### src/rtl/cache_mem_arbiter_pkg.sv
// Shared constants for the cache/DMA SDRAM host-port arbiter: FSM encodings, port indices
// and counter widths.
package cache_mem_arbiter_pkg;

    localparam int unsigned MEM_ADDR_WIDTH = 24;
    localparam int unsigned NUM_PORTS      = 3;

    localparam int unsigned PORT_DC  = 2;
    localparam int unsigned PORT_IC  = 1;
    localparam int unsigned PORT_DMA = 0;

    // Width of the per-word mem_done wait counter.
    localparam int unsigned TO_W = 8;

    localparam logic [1:0] ST_IDLE   = 2'd0;
    localparam logic [1:0] ST_ISSUE  = 2'd1;
    localparam logic [1:0] ST_WAIT   = 2'd2;
    localparam logic [1:0] ST_FINISH = 2'd3;

    typedef logic [NUM_PORTS-1:0] port_vec_t;

endpackage

### src/rtl/cache_mem_arbiter_prio_pick.sv
// Combinational winner select: starving requesters (lowest index first) beat the fixed
// dcache > icache > DMA priority. One-hot output, all-zero when nothing requests.
module cache_mem_arbiter_prio_pick
    import cache_mem_arbiter_pkg::*;
(
    input  logic [2:0] req,
    input  logic [2:0] starving,
    output logic [2:0] winner
);

    logic [2:0] starve_req;

    always_comb begin
        winner     = '0;
        starve_req = req & starving;
        if (starve_req[PORT_DMA]) begin
            winner[PORT_DMA] = 1'b1;
        end else if (starve_req[PORT_IC]) begin
            winner[PORT_IC] = 1'b1;
        end else if (starve_req[PORT_DC]) begin
            winner[PORT_DC] = 1'b1;
        end else if (req[PORT_DC]) begin
            winner[PORT_DC] = 1'b1;
        end else if (req[PORT_IC]) begin
            winner[PORT_IC] = 1'b1;
        end else if (req[PORT_DMA]) begin
            winner[PORT_DMA] = 1'b1;
        end
    end

endmodule

### src/rtl/cache_mem_arbiter.sv
// Shares the SDRAM host port between dcache, icache and DMA; the granted requester's line
// is transferred as LINE_WORDS single-word accesses, critical word first.
module cache_mem_arbiter
    import cache_mem_arbiter_pkg::*;
#(
    parameter int unsigned AW           = MEM_ADDR_WIDTH,
    parameter int unsigned LINE_WORDS   = 4,
    parameter int unsigned STARVE_LIMIT = 4,
    parameter int unsigned TIMEOUT      = 255
) (
    input  logic          clk,
    input  logic          rst,
    input  logic [2:0]    rd_req,
    input  logic [2:0]    wr_req,
    input  logic [AW-1:0] addr0,
    input  logic [AW-1:0] addr1,
    input  logic [AW-1:0] addr2,
    input  logic [31:0]   wdata0,
    input  logic [31:0]   wdata1,
    input  logic [31:0]   wdata2,
    output logic [2:0]    grant,
    output logic [2:0]    word_ack,
    output logic [2:0]    line_done,
    output logic [31:0]   rdata,
    output logic          mem_rd,
    output logic          mem_wr,
    output logic [AW-1:0] mem_addr,
    output logic [31:0]   mem_wdata,
    input  logic [31:0]   mem_rdata,
    input  logic          mem_done,
    output logic          timeout_err
);

    localparam int unsigned L  = $clog2(LINE_WORDS);
    localparam int unsigned SW = $clog2(STARVE_LIMIT + 1);

    logic [1:0]      state_q, state_d;
    port_vec_t       grant_q, grant_d;
    port_vec_t       ack_q, ack_d;
    port_vec_t       done_q, done_d;
    logic            dir_q, dir_d;
    logic            strobe_q, strobe_d;
    logic            terr_q, terr_d;
    logic [AW-1:0]   base_q, base_d;
    logic [L-1:0]    word_cnt_q, word_cnt_d;
    logic [L-1:0]    word_lo;
    logic [TO_W-1:0] tcnt_q, tcnt_d;
    logic [31:0]     rdata_q, rdata_d;
    logic [SW-1:0]   starve_q [NUM_PORTS];
    logic [SW-1:0]   starve_d [NUM_PORTS];

    port_vec_t       req;
    port_vec_t       starving;
    port_vec_t       pick;
    logic [AW-1:0]   pick_addr;
    logic [31:0]     owner_wdata;
    logic            last_word;
    logic            wait_expired;

    assign req          = rd_req | wr_req;
    assign last_word    = (word_cnt_q == L'(LINE_WORDS - 1));
    assign wait_expired = (tcnt_q == TO_W'(TIMEOUT - 1));

    always_comb begin
        for (int unsigned i = 0; i < NUM_PORTS; i++) begin
            starving[i] = (starve_q[i] >= SW'(STARVE_LIMIT));
        end
    end

    cache_mem_arbiter_prio_pick u_prio_pick (
        .req      (req),
        .starving (starving),
        .winner   (pick)
    );

    always_comb begin
        pick_addr   = ({AW{pick[PORT_DC]}}     & addr2)
                    | ({AW{pick[PORT_IC]}}     & addr1)
                    | ({AW{pick[PORT_DMA]}}    & addr0);
        owner_wdata = ({32{grant_q[PORT_DC]}}  & wdata2)
                    | ({32{grant_q[PORT_IC]}}  & wdata1)
                    | ({32{grant_q[PORT_DMA]}} & wdata0);
    end

    always_comb begin
        state_d    = state_q;
        grant_d    = grant_q;
        ack_d      = '0;
        done_d     = '0;
        dir_d      = dir_q;
        strobe_d   = strobe_q;
        terr_d     = terr_q;
        base_d     = base_q;
        word_cnt_d = word_cnt_q;
        tcnt_d     = tcnt_q;
        rdata_d    = rdata_q;
        for (int unsigned i = 0; i < NUM_PORTS; i++) begin
            starve_d[i] = starve_q[i];
        end

        case (state_q)
            ST_IDLE: begin
                if (|req) begin
                    grant_d    = pick;
                    dir_d      = |(wr_req & pick);
                    base_d     = pick_addr;
                    word_cnt_d = '0;
                    tcnt_d     = '0;
                    strobe_d   = 1'b1;
                    state_d    = ST_ISSUE;
                    for (int unsigned i = 0; i < NUM_PORTS; i++) begin
                        if (pick[i]) begin
                            starve_d[i] = '0;
                        end else if (req[i] && !starving[i]) begin
                            starve_d[i] = starve_q[i] + SW'(1);
                        end
                    end
                end
            end
            ST_ISSUE: begin
                // Later words re-raise the strobe here, leaving a one-cycle gap after mem_done.
                strobe_d = 1'b1;
                tcnt_d   = '0;
                state_d  = ST_WAIT;
            end
            ST_WAIT: begin
                if (mem_done) begin
                    strobe_d = 1'b0;
                    ack_d    = grant_q;
                    rdata_d  = mem_rdata;
                    if (last_word) begin
                        done_d  = grant_q;
                        state_d = ST_FINISH;
                    end else begin
                        word_cnt_d = word_cnt_q + L'(1);
                        state_d    = ST_ISSUE;
                    end
                end else if (wait_expired) begin
                    strobe_d = 1'b0;
                    terr_d   = 1'b1;
                    done_d   = grant_q;
                    state_d  = ST_FINISH;
                end else begin
                    tcnt_d = tcnt_q + TO_W'(1);
                end
            end
            ST_FINISH: begin
                grant_d    = '0;
                word_cnt_d = '0;
                state_d    = ST_IDLE;
            end
            default: begin
                state_d = ST_IDLE;
            end
        endcase
    end

    always_ff @(posedge clk) begin
        if (rst) begin
            state_q    <= ST_IDLE;
            grant_q    <= '0;
            ack_q      <= '0;
            done_q     <= '0;
            dir_q      <= 1'b0;
            strobe_q   <= 1'b0;
            terr_q     <= 1'b0;
            base_q     <= '0;
            word_cnt_q <= '0;
            tcnt_q     <= '0;
            rdata_q    <= '0;
            for (int unsigned i = 0; i < NUM_PORTS; i++) begin
                starve_q[i] <= '0;
            end
        end else begin
            state_q    <= state_d;
            grant_q    <= grant_d;
            ack_q      <= ack_d;
            done_q     <= done_d;
            dir_q      <= dir_d;
            strobe_q   <= strobe_d;
            terr_q     <= terr_d;
            base_q     <= base_d;
            word_cnt_q <= word_cnt_d;
            tcnt_q     <= tcnt_d;
            rdata_q    <= rdata_d;
            for (int unsigned i = 0; i < NUM_PORTS; i++) begin
                starve_q[i] <= starve_d[i];
            end
        end
    end

    // Word offset wraps inside the line; the carry never reaches the upper address bits.
    assign word_lo     = base_q[L-1:0] + word_cnt_q;
    assign mem_addr    = {base_q[AW-1:L], word_lo};
    assign mem_rd      = strobe_q & ~dir_q;
    assign mem_wr      = strobe_q & dir_q;
    assign mem_wdata   = mem_wr ? owner_wdata : 32'h0;
    assign grant       = grant_q;
    assign word_ack    = ack_q;
    assign line_done   = done_q;
    assign rdata       = rdata_q;
    assign timeout_err = terr_q;

endmodule
### config.mk
export PLATFORM = sky130hd
export DESIGN_NAME = cache_mem_arbiter
export DESIGN_NICKNAME = d
export VERILOG_FILES = /design/src/rtl/cache_mem_arbiter_pkg.sv /design/src/rtl/cache_mem_arbiter_prio_pick.sv /design/src/rtl/cache_mem_arbiter.sv
export SDC_FILE = /design/constraint.sdc
export NUM_CORES = 1
export LEC_CHECK = 0
export BUFFER_PORTS_ARGS = -buffer_cell sky130_fd_sc_hd__buf_2
export CAP_MARGIN = 10
export CORE_AREA = 2 2 118 120
export CTS_BUF_LIST = sky130_fd_sc_hd__clkbuf_8
export CTS_CLUSTER_DIAMETER = 100
export DETAILED_ROUTE_END_ITERATION = 10
export DIE_AREA = 0 0 120 122
export GPL_TIMING_DRIVEN = 0
export PLACE_DENSITY = 0.72
export SYNTH_ARGS = -nofsm -noshare
export SYNTH_HDL_FRONTEND = slang
export SYNTH_SLANG_ARGS = --single-unit
### constraint.sdc
create_clock -name clk -period 2.4 [get_ports clk]
set_input_delay 0 -clock clk [delete_from_list [all_inputs] [get_ports clk]]
set_output_delay 0 -clock clk [all_outputs]
set_load 0.005 [all_outputs]
Yosys cells after proc, flatten, opt, wreduce, memory -nomap -nowiden
Memory sizes are Yosys's and may differ from the RTL's.
Cells that the tools add are included.
{ "classes": {"n_addsub": 6, "n_lt_le_gt_ge": 3, "n_eq_ne": 11, "muxes": 49, "bitwise": 21, "reduce_logical": 22} }
{ "op_table": {"columns": ["operator", "count"], "rows": [
  ["$and A32 B32 Y32", 3],
  ["$and A24 B24 Y24", 3],
  ["$or A32 B32 Y32", 2],
  ["$or A24 B24 Y24", 2],
  ["$mux W3", 13],
  ["$mux W32", 1],
  ["$mux W8", 3],
  ["$pmux W8 S3", 1],
  ["$mux W2", 10],
  ["$mux W9", 2],
  ["$mux W1", 15],
  ["$ne A2 B2 Y1 const B", 5],
  ["$add A3 B1 Y3 const B", 3],
  ["$ge A3 B3 Y1 const B", 3],
  ["$reduce_or A3 Y1", 3],
  ["$add A8 B1 Y8 const B", 1],
  ["$eq A8 B8 Y1 const B", 1],
  ["$pmux W2 S4", 1],
  ["$reduce_and A2 Y1", 4],
  ["$reduce_and A4 Y1", 2],
  ["$and A3 B3 Y3", 2],
  ["$eq A2 B2 Y1 const B", 3],
  ["$pmux W2 S3", 1],
  ["$pmux W3 S2", 1],
  ["16 further kinds", 27]
]} }
{ "word_totals": {"reg_bits": 80, "ram_bits": 9, "n_memories": 1} }
{ "memory_table": {"columns": ["memory", "words", "width", "rd", "rd_clocked_by_memory_dff", "write_ports", "line_no", "text"], "rows": [
  ["starve_q", 3, 3, 3, 0, 3, "cache_mem_arbiter.sv:49", "logic [SW-1:0] starve_q [NUM_PORTS];"]
]} }

Longest topological paths before layout
Gate-level depths: netlist of run 1.
{ "depth": {"depth_word": 11, "mapped_depth": 9, "ltp_nobuf": 6} }

Cells and area by module
Synthesis of run 1 repeated with hierarchy kept, for this count alone.
{ "hier_totals": {"cells_unflattened": 567, "area_unflattened_um2": 4628.2} }
{ "modules_own_cells": {"columns": ["module", "instances", "cells_each", "area_each_um2", "seq_area_each_um2"], "rows": [
  ["cache_mem_arbiter", 1, 560, 4590.7, 1781.7],
  ["cache_mem_arbiter_prio_pick", 1, 7, 37.5, 0.0]
]} }

Worst setup path before layout of run 1
OpenSTA, ideal clock, no wires.
{ "synth_timing": {"path_kind": "flip-flop to flip-flop", "start": "register state_q[0]", "end": "register tcnt_q[6]", "arrival_time_ns": 1.941, "slack_ns": 0.386, "path_stages_with_launch": 10, "n_path_buf": 3, "synth_period_minus_slack_ns": 2.014, "path_cell_list": "dfxtp_1 inv_1 ha_1 buf_2 and2_4 buf_6 a311o_1 buf_6 or3_1 a21oi_1"} }
{ "synth_via": {"elab_chain_cells": 3, "word_cells_on_any_way": 9, "cone_classes": "eq/ne: 5; mux: 1; reduce/logical: 3"} }
{ "synth_rtl": {"columns": ["item", "line_no", "text"], "rows": [
  ["start, declared", "cache_mem_arbiter.sv:37", "logic [1:0] state_q, state_d;"],
  ["start signal, assigned", "cache_mem_arbiter.sv:175", "state_q <= state_d;"],
  ["$eq A2 B2 Y1, or another cell as far along", "cache_mem_arbiter.sv:101", "case (state_q)"],
  ["$ne A2 B2 Y1 (no source line) or $reduce_bool A3 Y1 (tied branches)", null, null],
  ["$reduce_and A4 Y1 (no source line)", null, null],
  ["end signal, assigned", "cache_mem_arbiter.sv:184", "tcnt_q <= tcnt_d;"],
  ["end, declared", "cache_mem_arbiter.sv:47", "logic [TO_W-1:0] tcnt_q, tcnt_d;"]
]} }
Parallel ways exist; a longest one is shown, timed or not.
A chain may end at the register's enable or synchronous reset.

Worst setup path after layout of run 1
Same ends and word-level chain as after synthesis.

==> results by group, run 1 <==
Setup path
  • R2r startpoint: state_q[0]
  • Critical Path Max Stage Delay: 0.39 ns
  • CP Cell Sequence: inv_1 > ha_1 > buf_2 > and2_4 > buf_6 > a311o_1 > buf_6 > or3_1 > a21oi_1
  • CP startpoint kind: flop
  • R2R depth: 9
  • Reg2reg setup slack: ~0.18 ns
  • Most common cell on crit path: buf_6
  • Levels on crit path: 9
  • Setup CP Type: flop to flop
  • WP data required: 2.69 ns
  • Worst Path Buf+Inv: 4
  • Critical Path Fanout Max: 10
  • CP endpoint kind: flop
  • RR Endpoint: tcnt_q[6]
  • Data arrival, critical path: about 2.5 ns
  • CP max-delay cell: a311o_1
  • Crit-path leading delay family: buffers and inverters

Place
  • Dpl ws: 0.194 ns
  • GP Congestion: a little over 0.8
  • Placed cell areas: 0.00630 sq mm
  • DP HPWL: ~13,000 microns
  • PortBufs: 307

Die
  • Initial Util: 33.6%
  • Die ar.: ~0.015 sq mm
  • Core Footprint: between 0.01 and 0.015 sq mm
  • Row Count: 43
  • Chip height: 122 microns
  • I/O pin cnt: between 300 and 400
  • Die width: around 120 microns

Yosys
  • Synth cell types: 49
  • Cells after Synth: 586
  • FF+latch count, synth: 86
  • Synthesized net count: 805
  • Post-synth EDFFs: 0
  • Synth area leader: dfxtp_1
  • Ys async rst share: 0%
  • Most common cell in the synthesized netlist: nand2_1
  • Post-Syn Area per Cell: a little under 8 sq um
  • Area fraction of the dominant cell type after synthesis: 37.9%
  • Post-Syn Area: approximately 0.0045 sq mm
  • Seq/Total Area, Yosys: 37.9%
  • Synth area leaders: dfxtp_1, nand2_1, a222oi_1
  • Commonest cells in the netlist: nand2_1, dfxtp_1, a21oi_1
  • Synth Warn #: 0
  • Most used DFF post-synth: dfxtp_1

Clock network
  • H-tree levels: 3
  • Post-CTS Setup Inserts: 0
  • Worst skew pair latency: about 0.36 ns
  • CTS tree: done
  • Root buf cell: clkbuf_8
  • Clock sinks: 86
  • Clk buf depth: 2
  • Clock slew at reported path FFs: 0.10 ns
  • Clock buffer count from CTS: 9

Timing
  • Final hold vios: 0
  • RSZ-0062 raised after global routing: no
  • Slew margin rel.: 49.1%
  • Endpoints failing setup: 0
  • Fin crit period: 2.22 ns
  • Setup TNS: 0 ns
  • Final slew viol count: 0
  • Least-Margin Pin Slew: about 0.76 ns
  • Clock Skews: 0.0102 ns
  • Final Cycle Share: 92.6%
  • Fmax: 450 MHz
  • Worst Slack Setup Final: 0.177 ns

Run status
  • Status: completed

Detailed routing
  • Router iterations before antenna repair: 9
  • Antenna Nets Post-Route: 0
  • Vias/cell: 5.25
  • WL final: 19,000 microns
  • Drt drc: 0
  • Initial DRC Count: 399
  • Vias: 6,211
  • WL/cell: 16.0 microns

Min path
  • Min-delay src: addr0[9]
  • Hold EP: base_q[9]
  • Worst min path class: input port to flop
  • Hold path depth: 3

Finish
  • Area Overhead vs Synth: 63.0%
  • Nets: 1,214
  • Finished layout cell area: 0.00740 sq mm
  • Layout cells sized above 1: between 30% and 40%

Global route
  • GRT Total Usage: roughly 24%
  • Total grt overflow: 0
  • Antenna violations before repair: 2
  • Largest net degree at the start of global routing: 16
  • Vias in the first global route: just under 6,000
  • First-pass GRT wire length: 28,500 microns

Power and ir drop
  • Pleak: 3.36 nW
  • Combinational Power Share: 31.1%
  • Switching portion of total power: 32.1%
  • Net Switching: between 1 and 1.5 mW
  • Pint: around 2.5 mW
  • Pwr per Cell Area: 500 mW/mm^2
  • Seq pwr share: 43.4%
  • Maximum VDD drop: roughly 0.3 mV
  • Clock power frac: between 20 and 30%

Run
  • Number of max-cap violations: 0
-- how the worst max path moves through the flow --
stage                from   endpoint  slack, ns
2_1_floorplan  state_q[0]  tcnt_q[6]       0.39
3_3_place_gp   state_q[0]  tcnt_q[6]       0.21
3_5_place_dp   state_q[0]  tcnt_q[6]       0.19
4_1_cts        state_q[0]  base_q[2]       0.15
5_1_grt        state_q[0]  tcnt_q[5]       0.03
6_report       state_q[0]  tcnt_q[6]       0.18
-- power by group through the flow --
stage | clock network (mW) | registers [mW] | logic, mW
2_1_floorplan | 0 | 1.62 | 0.565
3_3_place_gp | 0 | 1.63 | 0.991
3_5_place_dp | 0 | 1.63 | 0.989
4_1_cts | 0.964 | 1.60 | 1.12
5_1_grt | 1.03 | 1.62 | 1.25
6_report | 0.945 | 1.60 | 1.15
-- timing repair --
item / 4_1_cts / 5_1_grt
resized for setup: 0 / 1
setup endpoints to repair: 0 / 5
hold endpoints to repair: 56 / 0
hold buffers: 91 / 0
-- through the flow --
step	utilization, %	hold WS, ns	instances	power, mW
floorplan	-	0.136	586	2.18
global placement	46.7	0.241	1073	2.62
detailed placement	46.7	0.246	1073	2.62
CTS	54.7	0.00185	1180	3.68
global route	54.8	0.0139	1182	3.90
finish	54.8	0.00157	1182	3.70
-- layer usage --
metal / up-vias / routed length [microns] / track usage, %
met2: 332 / 9420 / 43.7
met3: 60 / 1660 / 6.55
met4: 0 / 823 / 12.9
met1: 2869 / 7060 / 25.9
met5: - / 0 / 0
li1: 2950 / - / -
-- registers in the layout, summed over array words and instances, names as in the netlist, 2 cells and up --
register / cells
tcnt_q: 8
line_done: 3
word_cnt_q: 2
grant: 3
word_ack: 3
base_q: 24
rdata: 32
starve_q: 6
state_q: 2
-- placed cells by master, fill, tap and decap left out, types with 2 or more instances in the layout --
cell type,Yosys,final
o21ai_0,21,21
or2_2,2,2
clkbuf_8,0,9
inv_1,10,11
nor3_1,5,5
buf_6,2,2
buf_4,22,22
clkbuf_1,45,45
a21oi_1,49,49
xnor2_1,3,3
o32ai_1,2,2
a211oi_1,4,4
nand4_1,3,3
o21ai_1,41,41
nor2b_1,2,2
o21a_1,2,2
and4_1,2,2
diode_2,0,2
and3_1,2,2
nand2_1,123,123
or4b_1,2,2
buf_2,3,310
ha_1,10,10
dlygate4sd3_1,0,91
a222oi_1,32,32
or3_1,4,4
nand3_1,7,7
clkinv_2,0,2
o31ai_1,6,6
nor2_1,42,42
o211ai_1,4,4
dfxtp_1,86,86
or4_1,5,5
a41oi_1,24,24
nand2b_1,3,3
-- cells by family (layout without fill, tap and decap cells) --
logic type / after synthesis / count (layout) / share of synthesized area (%)
XOR/XNOR: 3 / 3 / 0.579
buffers and inverters: 83 / 497 / 9.10
other: 0 / 2 / 0
adder cells (fa/ha/maj): 10 / 10 / 2.76
flip-flops: 86 / 86 / 37.9
AO/OA/AOI/OAI: 196 / 196 / 29.4
AND/OR/NAND/NOR: 208 / 208 / 20.2
-- tightest hold or removal path, stage by stage --
cell and delay (ns):
buf_2 0.08, o21ai_1 0.06, a41oi_1 0.19
-- cell type report --
| class | instances | area, sq um |
|---|---|---|
| Tap cell | 180 | 225 |
| Inverter | 10 | 37.5 |
| Antenna cell | 2 | 5.00 |
| Clock buffer | 9 | 124 |
| Buffer | 73 | 375 |
| Clock inverter | 7 | 50.0 |
| Timing Repair Buffer | 398 | 2450 |
| Fill cell | 1277 | 6110 |
| Multi-Input combinational cell | 417 | 2410 |
| Sequential cell | 86 | 1720 |
Note: power is estimated with default switching activity, not from simulation.
==> run 2: changes to the inputs <==
==> constraint.sdc (replaced) <==
create_clock -name clk -period 2.4 [get_ports clk]
set_input_delay 0.48 -clock clk [delete_from_list [all_inputs] [get_ports clk]]
set_output_delay 0.48 -clock clk [all_outputs]
set_load 0.005 [all_outputs]
==> results by group, run 2 (same netlist as run 1, synthesis figures left out) <==
Die
  • I/O pin cnt: 309 (unchanged)
  • Core Footprint: 0.0135 sq mm (unchanged)
  • Initial Util: 33.6% (unchanged)
  • Die width: 120 microns (unchanged)
  • Chip height: 122 microns (unchanged)
  • Row Count: 43 (unchanged)
  • Die ar.: 0.0146 sq mm (unchanged)

Setup path
  • Critical Path Fanout Max: 10 (unchanged)
  • RR Endpoint: tcnt_q[5]
  • WP data required: 1.92 ns (-0.77 ns)
  • Crit path to: mem_wdata[1]
  • Reg2reg setup slack: 0.17 ns (about the same)
  • Critical Path Start: grant[2]
  • R2R depth: 9 (unchanged)
  • Setup CP Type: flop to primary output
  • CP endpoint kind: primary output
  • CP startpoint kind: flop
  • R2r startpoint: state_q[0]
  • Data arrival, critical path: 1.79 ns (-0.72 ns)

Clock network
  • CTS tree: done
  • Post-CTS Setup Inserts: 0 (unchanged)
  • Clock sinks: 86 (unchanged)
  • Worst skew pair latency: 0.36 ns (about the same)
  • Root buf cell: clkbuf_8
  • Clk buf depth: 2 (unchanged)
  • Clock buffer count from CTS: 9 (unchanged)
  • Cts repair resizes: 0 (unchanged)
  • Clock slew at reported path FFs: 0.10 ns (about the same)
  • H-tree levels: 3 (unchanged)
  • CTS Hold Bufs: 0 (-100%)

Power and ir drop
  • Pwr per Cell Area: 545 mW/mm^2 (+9.1%)
  • Pleak: 2.99 nW (-11%)
  • Total power: 3.54 mW (-4.3%)
  • Maximum VDD drop: 0.289 mV (-5.1%)

Detailed routing
  • Antenna Nets Post-Route: 0 (unchanged)
  • Router iterations before antenna repair: 5 (-4)
  • Vias: 5,669 (-8.7%)
  • WL final: 16,800 microns (-11%)
  • Vias/cell: 5.20 (-1.1%)
  • Drt drc: 0 (unchanged)
  • Initial DRC Count: 355 (-11%)
  • WL/cell: 15.4 microns (-3.9%)

Timing
  • Clock Skews: 0.00981 ns (-0.000397 ns)
  • RSZ-0062 raised after global routing: no
  • Fmax: 440 MHz (-2.2%)
  • Final slew viol count: 0 (unchanged)
  • Hold_ws: 0.348 ns (+0.346 ns)
  • Least-Margin Pin Slew: 0.751 ns (-0.00807 ns)
  • Final Cycle Share: 94.7% (+2.1 points)
  • Setup TNS: 0 ns (unchanged)
  • Slew margin rel.: 49.7% (+0.54 points)
  • Fin crit period: 2.27 ns (+0.0501 ns)
  • Endpoints failing setup: 0 (unchanged)
  • Worst Slack Setup Final: 0.126 ns (-0.0501 ns)
  • Final hold vios: 0 (unchanged)

Finish
  • Commonest non-fill, non-tap cells in the layout: buf_2, nand2_1, dfxtp_1
  • Number of flip-flops in the largest register: 32 (unchanged)
  • Most common cell after layout, fill and taps aside: buf_2
  • Layout cells sized above 1: 39.9% (+4.1 points)
  • Nets: 1,123 (-7.5%)
  • Area Overhead vs Synth: 42.9%
  • Final Core Density: 48.0% (-6.8 points)
  • Filler instances: 1,439 (+13%)

Place
  • PortBufs: 307 (unchanged)
  • GP Congestion: 0.811 (unchanged)
  • DP HPWL: 13,300 microns (unchanged)
  • Dpl ws: 0.0748 ns (-0.119 ns)

Global route
  • Vias in the first global route: 5,189 (-12%)
  • Largest net degree at the start of global routing: 16 (unchanged)
  • GRT Total Usage: 21.4% (-2.9 points)
  • First-pass GRT wire length: 25,200 microns (-12%)
  • Total grt overflow: 0 (unchanged)
  • Antenna violations before repair: 2 (unchanged)

Min path
  • Worst min path class: input port to flop

Run
  • Number of max-cap violations: 0 (unchanged)

Run status
  • Status: completed
[run 2: cell count changes in the layout (fill, tap and decap cells not counted)]
| cell | previous run | this run |
|---|---|---|
| a21boi_2 | 0 | 1 |
| a21boi_4 | 1 | 0 |
| dlygate4sd3_1 | 91 | 0 |
| clkbuf_2 | 0 | 5 |
| clkbuf_1 | 45 | 40 |
[run 2: worst min-delay path by stage]
| stage | startpoint | end | cells past startpoint |
|---|---|---|---|
| 6_report | mem_rdata[2] | rdata[2] | 3 |
| 5_1_grt | mem_rdata[20] | rdata[20] | 3 |
| 4_1_cts | mem_rdata[2] | rdata[2] | 3 |
| 3_5_place_dp | rdata[25] | rdata[25] | 2 |
| 3_3_place_gp | rdata[25] | rdata[25] | 2 |
| 2_1_floorplan | starve_q[0][1] | starve_q[0][1] | 2 |
[run 2: critical path: stages, from the launching register on]
cell	delay (ns)
dfxtp_1	0.32
clkbuf_1	0.17
clkbuf_1	0.26
a222oi_1	0.48
nor2_1	0.08
buf_2	0.14
[run 2: area by class of cell]
| class | instances | area (sq um) | area share (%) |
|---|---|---|---|
| Multi-Input combinational cell | 417 | 2400 | 37.1 |
| Sequential cell | 86 | 1720 | 26.5 |
| Timing Repair Buffer | 307 | 1540 | 23.7 |
| Buffer | 73 | 382 | 5.88 |
| Tap cell | 180 | 225 | 3.47 |
| Clock buffer | 9 | 124 | 1.91 |
| Clock inverter | 7 | 50.0 | 0.772 |
| Inverter | 10 | 37.5 | 0.579 |
| Antenna cell | 2 | 5.00 | 0.0772 |
[run 2: through the flow]
stage / cell area, sq um / std cells
3_5_place_dp: 6300 / 1073
5_1_grt: 6480 / 1091
4_1_cts: 6470 / 1089
3_3_place_gp: 6300 / 1073
2_1_floorplan: 4540 / 586
6_report: 6480 / 1091
[run 2: where the power goes]
part           leakage (nW)  internal, mW  total (mW)  switching [mW]
logic                  2.19         0.481        1.00           0.519
registers             0.702          1.54        1.60          0.0624
clock network        0.0927         0.382       0.936           0.554
[run 2: layer usage]
metal	GRT usage [%]	up-vias	wire, microns
met5	0	-	0
met4	9.41	0	580
met3	5.90	38	1430
met2	38.4	267	8250
met1	23.6	2600	6560
li1	-	2764	-
==> run 3: changes to the inputs <==
--- a/config.mk
+++ b/config.mk
@@ -12,7 +12,7 @@
 export CTS_CLUSTER_DIAMETER = 100
 export DETAILED_ROUTE_END_ITERATION = 10
 export DIE_AREA = 0 0 120 122
-export GPL_TIMING_DRIVEN = 0
+export GPL_TIMING_DRIVEN = 1
 export PLACE_DENSITY = 0.72
 export SYNTH_ARGS = -nofsm -noshare
 export SYNTH_HDL_FRONTEND = slang
==> results by group, run 3 (same netlist as run 1, synthesis figures left out) <==
Power and ir drop
  • Pwr per Cell Area: 587 mW/mm^2 (+7.7%)
  • Pleak: 2.90 nW (-2.8%)
  • Total power: 3.72 mW (+5.1%)
  • Maximum VDD drop: 0.447 mV (+55%)

Clock network
  • Cts repair resizes: 0 (unchanged)
  • Worst skew pair latency: 0.36 ns (about the same)
  • Root buf cell: clkbuf_8
  • Clock sinks: 86 (unchanged)
  • Clk buf depth: 2 (unchanged)
  • Clock slew at reported path FFs: 0.10 ns (about the same)
  • CTS tree: done
  • CTS Hold Bufs: 0 (unchanged)
  • Clock buffer count from CTS: 9 (unchanged)
  • Post-CTS Setup Inserts: 0 (unchanged)
  • H-tree levels: 3 (unchanged)

Finish
  • Nets: 1,071 (-4.6%)
  • Most common cell after layout, fill and taps aside: buf_2
  • Layout cells sized above 1: 41.3% (+1.4 points)
  • Area Overhead vs Synth: 39.5%
  • Number of flip-flops in the largest register: 32 (unchanged)
  • Commonest non-fill, non-tap cells in the layout: buf_2, nand2_1, dfxtp_1

Place
  • PortBufs: 308 (+0.33%)
  • DP HPWL: 12,000 microns (-9.5%)
  • GP Congestion: 0.813 (+0.28%)

Timing
  • Clock Skews: 0.0118 ns (+0.00199 ns)
  • Endpoints failing setup: 0 (unchanged)
  • Final hold vios: 0 (unchanged)
  • Least-Margin Pin Slew: 0.446 ns (-0.305 ns)
  • Fin crit period: 2.10 ns (-0.173 ns)
  • Slew margin rel.: 70.1% (+20 points)
  • Fmax: 476 MHz (+8.2%)
  • Final slew viol count: 0 (unchanged)
  • Setup TNS: 0 ns (unchanged)
  • Final Cycle Share: 87.5% (-7.2 points)
  • RSZ-0062 raised after global routing: no

Detailed routing
  • Antenna Nets Post-Route: 0 (unchanged)
  • Vias/cell: 5.27 (+1.5%)
  • WL/cell: 15.6 microns (+1.1%)
  • Vias: 5,484 (-3.3%)
  • WL final: 16,200 microns (-3.6%)
  • Router iterations before antenna repair: 8 (+3)
  • Initial DRC Count: 342 (-3.7%)
  • Drt drc: 0 (unchanged)

Run status
  • Status: completed

Setup path
  • CP endpoint kind: primary output
  • CP startpoint kind: flop
  • Critical Path Fanout Max: 34 (+24)
  • Setup CP Type: flop to primary output
  • R2r startpoint: state_q[0]
  • WP data required: 1.92 ns (about the same)
  • Data arrival, critical path: 1.62 ns (-0.17 ns)
  • Critical Path Start: grant[2]

Die
  • Die width: 120 microns (unchanged)
  • Die ar.: 0.0146 sq mm (unchanged)
  • Row Count: 43 (unchanged)
  • I/O pin cnt: 309 (unchanged)
  • Core Footprint: 0.0135 sq mm (unchanged)
  • Initial Util: 33.6% (unchanged)
  • Chip height: 122 microns (unchanged)

Run
  • Number of max-cap violations: 0 (unchanged)

Global route
  • Vias in the first global route: 5,043 (-2.8%)
  • Total grt overflow: 0 (unchanged)
  • Largest net degree at the start of global routing: 36 (+20)
  • GRT Total Usage: 20.7% (-0.76 points)
  • Antenna violations before repair: 3 (+1)
  • First-pass GRT wire length: 24,600 microns (-2.6%)

Min path
  • Min-delay src: mem_rdata[21]
  • Worst min path class: input port to flop
-- run 3: per-stage QoR --
stage	hold slack, ns	area (sq um)	setup slack [ns]	std cells	utilization (%)
2_1_floorplan	0.436	4540	0.386	586	-
3_3_place_gp	0.439	6080	0.420	1021	45.0
3_5_place_dp	0.443	6080	0.384	1021	45.0
4_1_cts	0.332	6320	0.296	1037	46.8
5_1_grt	0.315	6330	0.226	1040	46.9
6_report	0.343	6330	0.299	1040	46.9
-- run 3: path summary, 6_finish.rpt --
kind | cells past startpoint | endpoint | slack [ns]
min reg2reg | 2 | rdata[9] | 0.46
max | 4 | mem_wdata[1] | 0.30
max reg2reg | 6 | tcnt_q[3] | 0.36
min | 3 | rdata[21] | 0.34
-- run 3: layout make-up --
| class | count | area (sq um) |
|---|---|---|
| diodes | 3 | 7.51 |
| repair buffers | 328 | 1690 |
| multi-input cells | 417 | 2410 |
| clock buffers | 9 | 124 |
| well taps | 180 | 225 |
| fillers | 1404 | 7180 |
| clock inverters | 7 | 115 |
| inverters | 10 | 37.5 |
| flip-flops and latches | 86 | 1720 |
-- run 3: per-layer routing --
metal | GRT usage [%] | up-vias | routed length (microns)
met5 | 0 | - | 0
met4 | 7.06 | 0 | 371
met3 | 5.99 | 29 | 1400
met2 | 36.6 | 251 | 8080
met1 | 23.7 | 2542 | 6350
li1 | - | 2662 | -
-- run 3: power by group --
part	leakage [nW]	switching (mW)	internal [mW]
Clock	0.117	0.592	0.613
Combinational	2.08	0.487	0.420
Sequential	0.702	0.0653	1.54
Total	2.90	1.14	2.57
-- run 3: worst max-delay path: stages (launching register included) --
cell,delay (ns)
dfxtp_1,0.33
buf_4,0.25
a222oi_1,0.47
nor2_1,0.08
buf_2,0.14
